<file path="config.mk">
export PLATFORM = sky130hd
export DESIGN_NAME = int_reg_file_flat
export DESIGN_NICKNAME = d
export VERILOG_FILES = /design/src/rtl/int_reg_file_pkg.sv /design/src/rtl/int_reg_file_if.sv /design/src/rtl/int_reg_file_read_port.sv /design/src/rtl/int_reg_file.sv /design/src/flat_wrapper.sv
export SDC_FILE = /design/constraint.sdc
export NUM_CORES = 1
export LEC_CHECK = 0
export ABC_CLOCK_PERIOD_IN_PS = 9250
export BUFFER_PORTS_ARGS = -buffer_cell sky130_fd_sc_hd__buf_4
export CORE_ASPECT_RATIO = 1.75
export CORE_MARGIN = 10
export CORE_UTILIZATION = 45
export CTS_CLUSTER_SIZE = 28
export DETAILED_ROUTE_END_ITERATION = 10
export PLACE_DENSITY = 0.71
export SLEW_MARGIN = 20
export SYNTH_ARGS = -nofsm -noshare
export SYNTH_HDL_FRONTEND = slang
export SYNTH_SLANG_ARGS = --single-unit
</file>
<file path="constraint.sdc">
create_clock -name clk -period 9.25 [get_ports clk]
set_input_delay 0.4625 -clock clk [delete_from_list [all_inputs] [get_ports clk]]
set_output_delay 0.4625 -clock clk [all_outputs]
set_load 0.005 [all_outputs]
</file>
<file path="src/rtl/int_reg_file_pkg.sv">
// Shared processor types for the integer register file:
// register/word types, sizes and the scrub state enum.
package int_reg_file_pkg;

  localparam int XLEN      = 32;
  localparam int REG_COUNT = 32;
  localparam int REG_AW    = $clog2(REG_COUNT);

  typedef logic [REG_AW-1:0] reg_addr_t;
  typedef logic [XLEN-1:0]   word_t;

  typedef enum logic {
    CLEAR,
    READY
  } reg_file_state_t;

endpackage

</file>
<file path="src/rtl/int_reg_file_if.sv">
// Register-file protocol bundle between the read/write stages
// (master) and the storage (slave): 2 read ports, 1 write port.
interface int_reg_file_if;
  import int_reg_file_pkg::*;

  logic      clearReq;
  logic      ready;
  reg_addr_t readAddr1;
  reg_addr_t readAddr2;
  word_t     readValue1;
  word_t     readValue2;
  reg_addr_t writeAddr;
  word_t     writeValue;
  logic      writeEnable;

  modport master (
    output clearReq,
    output readAddr1,
    output readAddr2,
    output writeAddr,
    output writeValue,
    output writeEnable,
    input  ready,
    input  readValue1,
    input  readValue2
  );

  modport slave (
    input  clearReq,
    input  readAddr1,
    input  readAddr2,
    input  writeAddr,
    input  writeValue,
    input  writeEnable,
    output ready,
    output readValue1,
    output readValue2
  );

endinterface

</file>
<file path="src/rtl/int_reg_file_read_port.sv">
// One registered read port with write-to-read bypass.
// Ports: clk, rst_n, en_i, rd_addr_i, mem_data_i, wr_* bypass in, rd_data_o.
module int_reg_file_read_port
  import int_reg_file_pkg::*;
(
  input  logic      clk,
  input  logic      rst_n,
  input  logic      en_i,
  input  reg_addr_t rd_addr_i,
  input  word_t     mem_data_i,
  input  logic      wr_en_i,
  input  reg_addr_t wr_addr_i,
  input  word_t     wr_data_i,
  output word_t     rd_data_o
);

  word_t rd_data_d;
  word_t rd_data_q;

  always_comb begin
    rd_data_d = '0;
    if (!en_i || rd_addr_i == '0) begin
      rd_data_d = '0;
    end else if (wr_en_i && wr_addr_i == rd_addr_i) begin
      rd_data_d = wr_data_i;
    end else begin
      rd_data_d = mem_data_i;
    end
  end

  always_ff @(posedge clk or negedge rst_n) begin
    if (!rst_n) begin
      rd_data_q <= '0;
    end else begin
      rd_data_q <= rd_data_d;
    end
  end

  assign rd_data_o = rd_data_q;

endmodule

</file>
<file path="src/rtl/int_reg_file.sv">
// Integer register file: x0 hardwired to zero, registered reads with bypass,
// scrub FSM zeroes all entries. Ports: clk, rstN, rf (int_reg_file_if.slave).
module int_reg_file
  import int_reg_file_pkg::*;
(
  input  logic           clk,
  input  logic           rstN,
  int_reg_file_if.slave  rf
);

  localparam reg_addr_t LAST_IDX = reg_addr_t'(REG_COUNT - 1);

  reg_file_state_t state_q;
  reg_file_state_t state_d;
  reg_addr_t       clear_idx_q;
  reg_addr_t       clear_idx_d;
  logic            in_service;
  logic            wr_en;

  word_t mem [REG_COUNT];

  assign in_service = (state_q == READY);
  assign rf.ready   = in_service;

  // A clear request in service wins over a same-cycle write,
  // so the dropped write is also not bypassed.
  assign wr_en = in_service
               && !rf.clearReq
               && rf.writeEnable
               && (rf.writeAddr != '0);

  always_ff @(posedge clk or negedge rstN) begin
    if (!rstN) begin
      state_q     <= CLEAR;
      clear_idx_q <= '0;
    end else begin
      state_q     <= state_d;
      clear_idx_q <= clear_idx_d;
    end
  end

  always_comb begin
    state_d     = state_q;
    clear_idx_d = clear_idx_q;
    unique case (state_q)
      CLEAR: begin
        if (rf.clearReq) begin
          clear_idx_d = '0;
        end else if (clear_idx_q == LAST_IDX) begin
          state_d     = READY;
          clear_idx_d = '0;
        end else begin
          clear_idx_d = clear_idx_q + 1'b1;
        end
      end
      READY: begin
        if (rf.clearReq) begin
          state_d     = CLEAR;
          clear_idx_d = '0;
        end
      end
    endcase
  end

  // Storage has no reset; the scrub provides the zero state.
  always_ff @(posedge clk) begin
    if (!in_service) begin
      mem[clear_idx_q] <= '0;
    end else if (wr_en) begin
      mem[rf.writeAddr] <= rf.writeValue;
    end
  end

  int_reg_file_read_port u_rd1 (
    .clk        (clk),
    .rst_n      (rstN),
    .en_i       (in_service),
    .rd_addr_i  (rf.readAddr1),
    .mem_data_i (mem[rf.readAddr1]),
    .wr_en_i    (wr_en),
    .wr_addr_i  (rf.writeAddr),
    .wr_data_i  (rf.writeValue),
    .rd_data_o  (rf.readValue1)
  );

  int_reg_file_read_port u_rd2 (
    .clk        (clk),
    .rst_n      (rstN),
    .en_i       (in_service),
    .rd_addr_i  (rf.readAddr2),
    .mem_data_i (mem[rf.readAddr2]),
    .wr_en_i    (wr_en),
    .wr_addr_i  (rf.writeAddr),
    .wr_data_i  (rf.writeValue),
    .rd_data_o  (rf.readValue2)
  );

endmodule

</file>
<file path="src/flat_wrapper.sv">
// flat-port wrapper written by rule: the top's interface ports become plain ports
module int_reg_file_flat import int_reg_file_pkg::*;
  (clk, rstN, rf_clearReq, rf_readAddr1, rf_readAddr2, rf_writeAddr, rf_writeValue, rf_writeEnable, rf_ready, rf_readValue1, rf_readValue2);
  int_reg_file_if rf_i ();
  input  logic clk;
  input  logic rstN;
  input wire logic [$bits(rf_i.clearReq)-1:0] rf_clearReq;
  input wire logic [$bits(rf_i.readAddr1)-1:0] rf_readAddr1;
  input wire logic [$bits(rf_i.readAddr2)-1:0] rf_readAddr2;
  input wire logic [$bits(rf_i.writeAddr)-1:0] rf_writeAddr;
  input wire logic [$bits(rf_i.writeValue)-1:0] rf_writeValue;
  input wire logic [$bits(rf_i.writeEnable)-1:0] rf_writeEnable;
  output wire logic [$bits(rf_i.ready)-1:0] rf_ready;
  output wire logic [$bits(rf_i.readValue1)-1:0] rf_readValue1;
  output wire logic [$bits(rf_i.readValue2)-1:0] rf_readValue2;
  assign rf_i.clearReq = rf_clearReq;
  assign rf_i.readAddr1 = rf_readAddr1;
  assign rf_i.readAddr2 = rf_readAddr2;
  assign rf_i.writeAddr = rf_writeAddr;
  assign rf_i.writeValue = rf_writeValue;
  assign rf_i.writeEnable = rf_writeEnable;
  assign rf_ready = rf_i.ready;
  assign rf_readValue1 = rf_i.readValue1;
  assign rf_readValue2 = rf_i.readValue2;
  int_reg_file u_core (.clk(clk), .rstN(rstN), .rf(rf_i));
endmodule
</file>
==> flow_summary.toml <==
[timing]
slew_violations = 0
setup_viol = 0
finalCritPeriodShare_pct = 42.3
tightest_slew_ns = 1.11
grt_setup_unrepaired = "no"
final.setup.tns_ns = 0
fmax_mhz = 255
final.setup_skew_ns = 0.0214
min_period_ns = 3.92
holdWs_ns = 0.299
relSlewSlack_pct = 25.5
hold_viol_final = 0

[worst_setup_path]
slowest_stage = "nor2_4"
r2r_slack_ns = 5.33
path_max_fanout = 18
crit_cells = 6
cp_top_family = "simple AND/OR/NAND/NOR gates"
rr_worst_depth = 6
arrival_ns = 4.27
setup.worst_path.start = "u_core.rf.ready$_DFF_PN0_"
start_kind = "flop"
path_class = "flop to flop"
reg2reg_to = "u_core.mem[24][31]$_DFFE_PP_"
cpPeakStageDelay_ns = 0.81
worstPathRequired_ns = 9.61
setup.worst_path.end = "u_core.mem[24][31]$_DFFE_PP_"
r2r_start = "u_core.rf.ready$_DFF_PN0_"
critPathCaptureType = "flop"
crit_chain = "and3b_1 -> o21ai_4 -> o32ai_1 -> nand2_1 -> nor2_4 -> buf_4"
cp_num_buf_inv = 1

[finish]
layout.nets = 2817
fillers = 8701
final_layout_size_suffix_gt1_share_pct = 27.8
area_growth_pct = 11.7
design_area_um2 = 55800

[logic_synthesis]
ys_seq_area_share_pct = 65.1
ys.flop_type = "edfxtp_1"
synth-edff-count = 1024
synth_top_area_share_pct = 61.5
synth_common_cells = "edfxtp_1, mux4_2, mux2i_1"
syn-cell-area_um2 = 50000
ys_types = 46
ys_ff_latch = 1094
synth_warnings = 0
yosys.area.top_type = "edfxtp_1"
postSynthCellCount = 2701
synthArstFlopShare_pct = 6.40
synth.most_common_cell = "edfxtp_1"
synthTopCellsByArea = "edfxtp_1, mux4_2, mux2i_1, dfrtp_1, a22oi_1"
synth_fp_nets = 2754
avgSynthCellArea_um2 = 18.5

[clock_network]
cts.sinks = 1094
clkTransAtPathRegs_ns = 0.08
post_cts_resized = 0
htree_levels = 3
root_buffer = "clkbuf_16"
cts_buffers = 93
clock_path_buffers = 3
clk_latency_ns = 0.72
cts_tree = "built"

[floorplan]
start_util_pct = 45.3
io-pin-count = 116
die_width_um = 272
die_height_um = 461
core_um2 = 110000
rows = 161
die_area_um2 = 125000

[power]
p_per_area_nw_per_um2 = 181
finalPower_uw = 10100
peakVddDrop_uv = 137
p_leak_uw = 0.0199

[drt]
wl_per_cell_um = 36.0
drt_wl_total_um = 155000
drt_iter0_drc = 3933
firstDrtPassIters = 6
vias = 30200
vias_per_cell = 7.00
drc_errors = 0
antenna_left = 0

[status]
status = "completed"

[global_route]
grt_max_degree = 109
antenna_found_initial = 4
grt.overflow.total = 0
grtUsageTotal_pct = 24.5
grt_pass1_vias = 31500
grt_pass1_wl_um = 221000

[placed_design]
placed_cell_area_um2 = 52600
dp_hpwl_um = 85400
port_buffers = 115
finalWeightedCongestion = 0.827

[hold_path]
hp-class = "primary input to asynchronous set/reset pin"

[job]
maxCapViolCount = 0
==> per-stage QoR <==
stage	worst slack (ns)	std cells	utilization, %
2_1_floorplan	5.50	2701	-
3_3_place_gp	5.12	4131	47.8
3_5_place_dp	5.07	4131	47.8
4_1_cts	5.38	4306	50.6
5_1_grt	5.17	4310	50.7
6_report	5.33	4312	50.7
==> logic make-up (layout without fill, tap and decap cells) <==
group	after synthesis	in the layout	synth area share, %
muxes	643	643	22.5
AOI/OAI and AO/OA	542	542	8.53
other	0	3	0
buffers and inverters	228	369	2.01
DFF	1094	1094	65.1
and+or+nand+nor	182	182	1.68
xor gates and xnor gates	10	10	0.175
adders and majority gates	2	2	0.0501
==> per-layer routing <==
| layer | vias to the layer above | share of wire [%] | global-route usage [%] |
|---|---|---|---|
| met5 | - | 0 | 0 |
| met4 | 0 | 6.5 | 15.4 |
| met3 | 534 | 9.5 | 4.57 |
| met2 | 1992 | 51 | 41.6 |
| met1 | 15900 | 33 | 28.3 |
| li1 | 11800 | - | - |
==> cell usage in the layout, fill, tap and decap left out, types with 64 or more instances in the layout <==
cell type	synthesis	routed
dfrtp_1	70	70
nand2_1	71	71
a21oi_1	70	70
o21bai_1	64	64
a221o_1	64	64
a221oi_1	128	128
buf_4	2	181
a22oi_1	193	193
mux4_2	384	384
clkbuf_16	0	93
mux2i_1	259	259
edfxtp_1	1024	1024
==> worst min-delay path by stage <==
stage	start	to	slack [ns]
6_report	rstN	u_core.u_rd1.rd_data_o[24]$_DFF_PN0_	0.30
5_1_grt	rf_writeValue[16]	u_core.mem[0][16]$_DFFE_PP_	0.31
4_1_cts	rstN	u_core.u_rd1.rd_data_o[24]$_DFF_PN0_	0.34
3_5_place_dp	rstN	u_core.u_rd1.rd_data_o[24]$_DFF_PN0_	0.53
3_3_place_gp	rstN	u_core.u_rd1.rd_data_o[29]$_DFF_PN0_	0.53
2_1_floorplan	rstN	u_core.clear_idx_q[0]$_DFFE_PN0P_	0.17
==> layout make-up <==
type	count	area [um^2]	area share, %
multi-input cells	1379	16800	30.2
clock buffers	127	2570	4.61
repair buffers	192	1530	2.75
clock inverters	46	504	0.903
diodes	3	7.51	0.0134
flip-flops and latches	1094	32500	58.2
inverters	4	15.0	0.0269
well taps	1467	1840	3.29
==> registers in the layout, summed over array words and instances (netlist names) <==
| signal | count |
|---|---|
| u_core.clear_idx_q | 5 |
| u_core.mem | 1024 |
| u_core.rf.ready | 1 |
| u_core.u_rd1.rd_data_o | 32 |
| u_core.u_rd2.rd_data_o | 32 |
==> what timing repair did <==
| action | in CTS | in global routing |
|---|---|---|
| buffers inserted | 0 | 0 |
| hold buffers | 2 | 0 |
| hold endpoints to repair | 39 | 0 |
==> worst register-to-register path: cells and delay by family, from the launching register on <==
family                 cells  cell delay [ns]
AOI/OAI and AO/OA          2             0.38
DFF                        1             0.77
buffers and inverters      1             0.52
and+or+nand+nor            3             1.87
==> where the power goes <==
part,internal [uW],switching [uW]
clock,2170,1850
combinational,272,420
sequential,5380,19.4
Power figures use the tool's default switching activity.
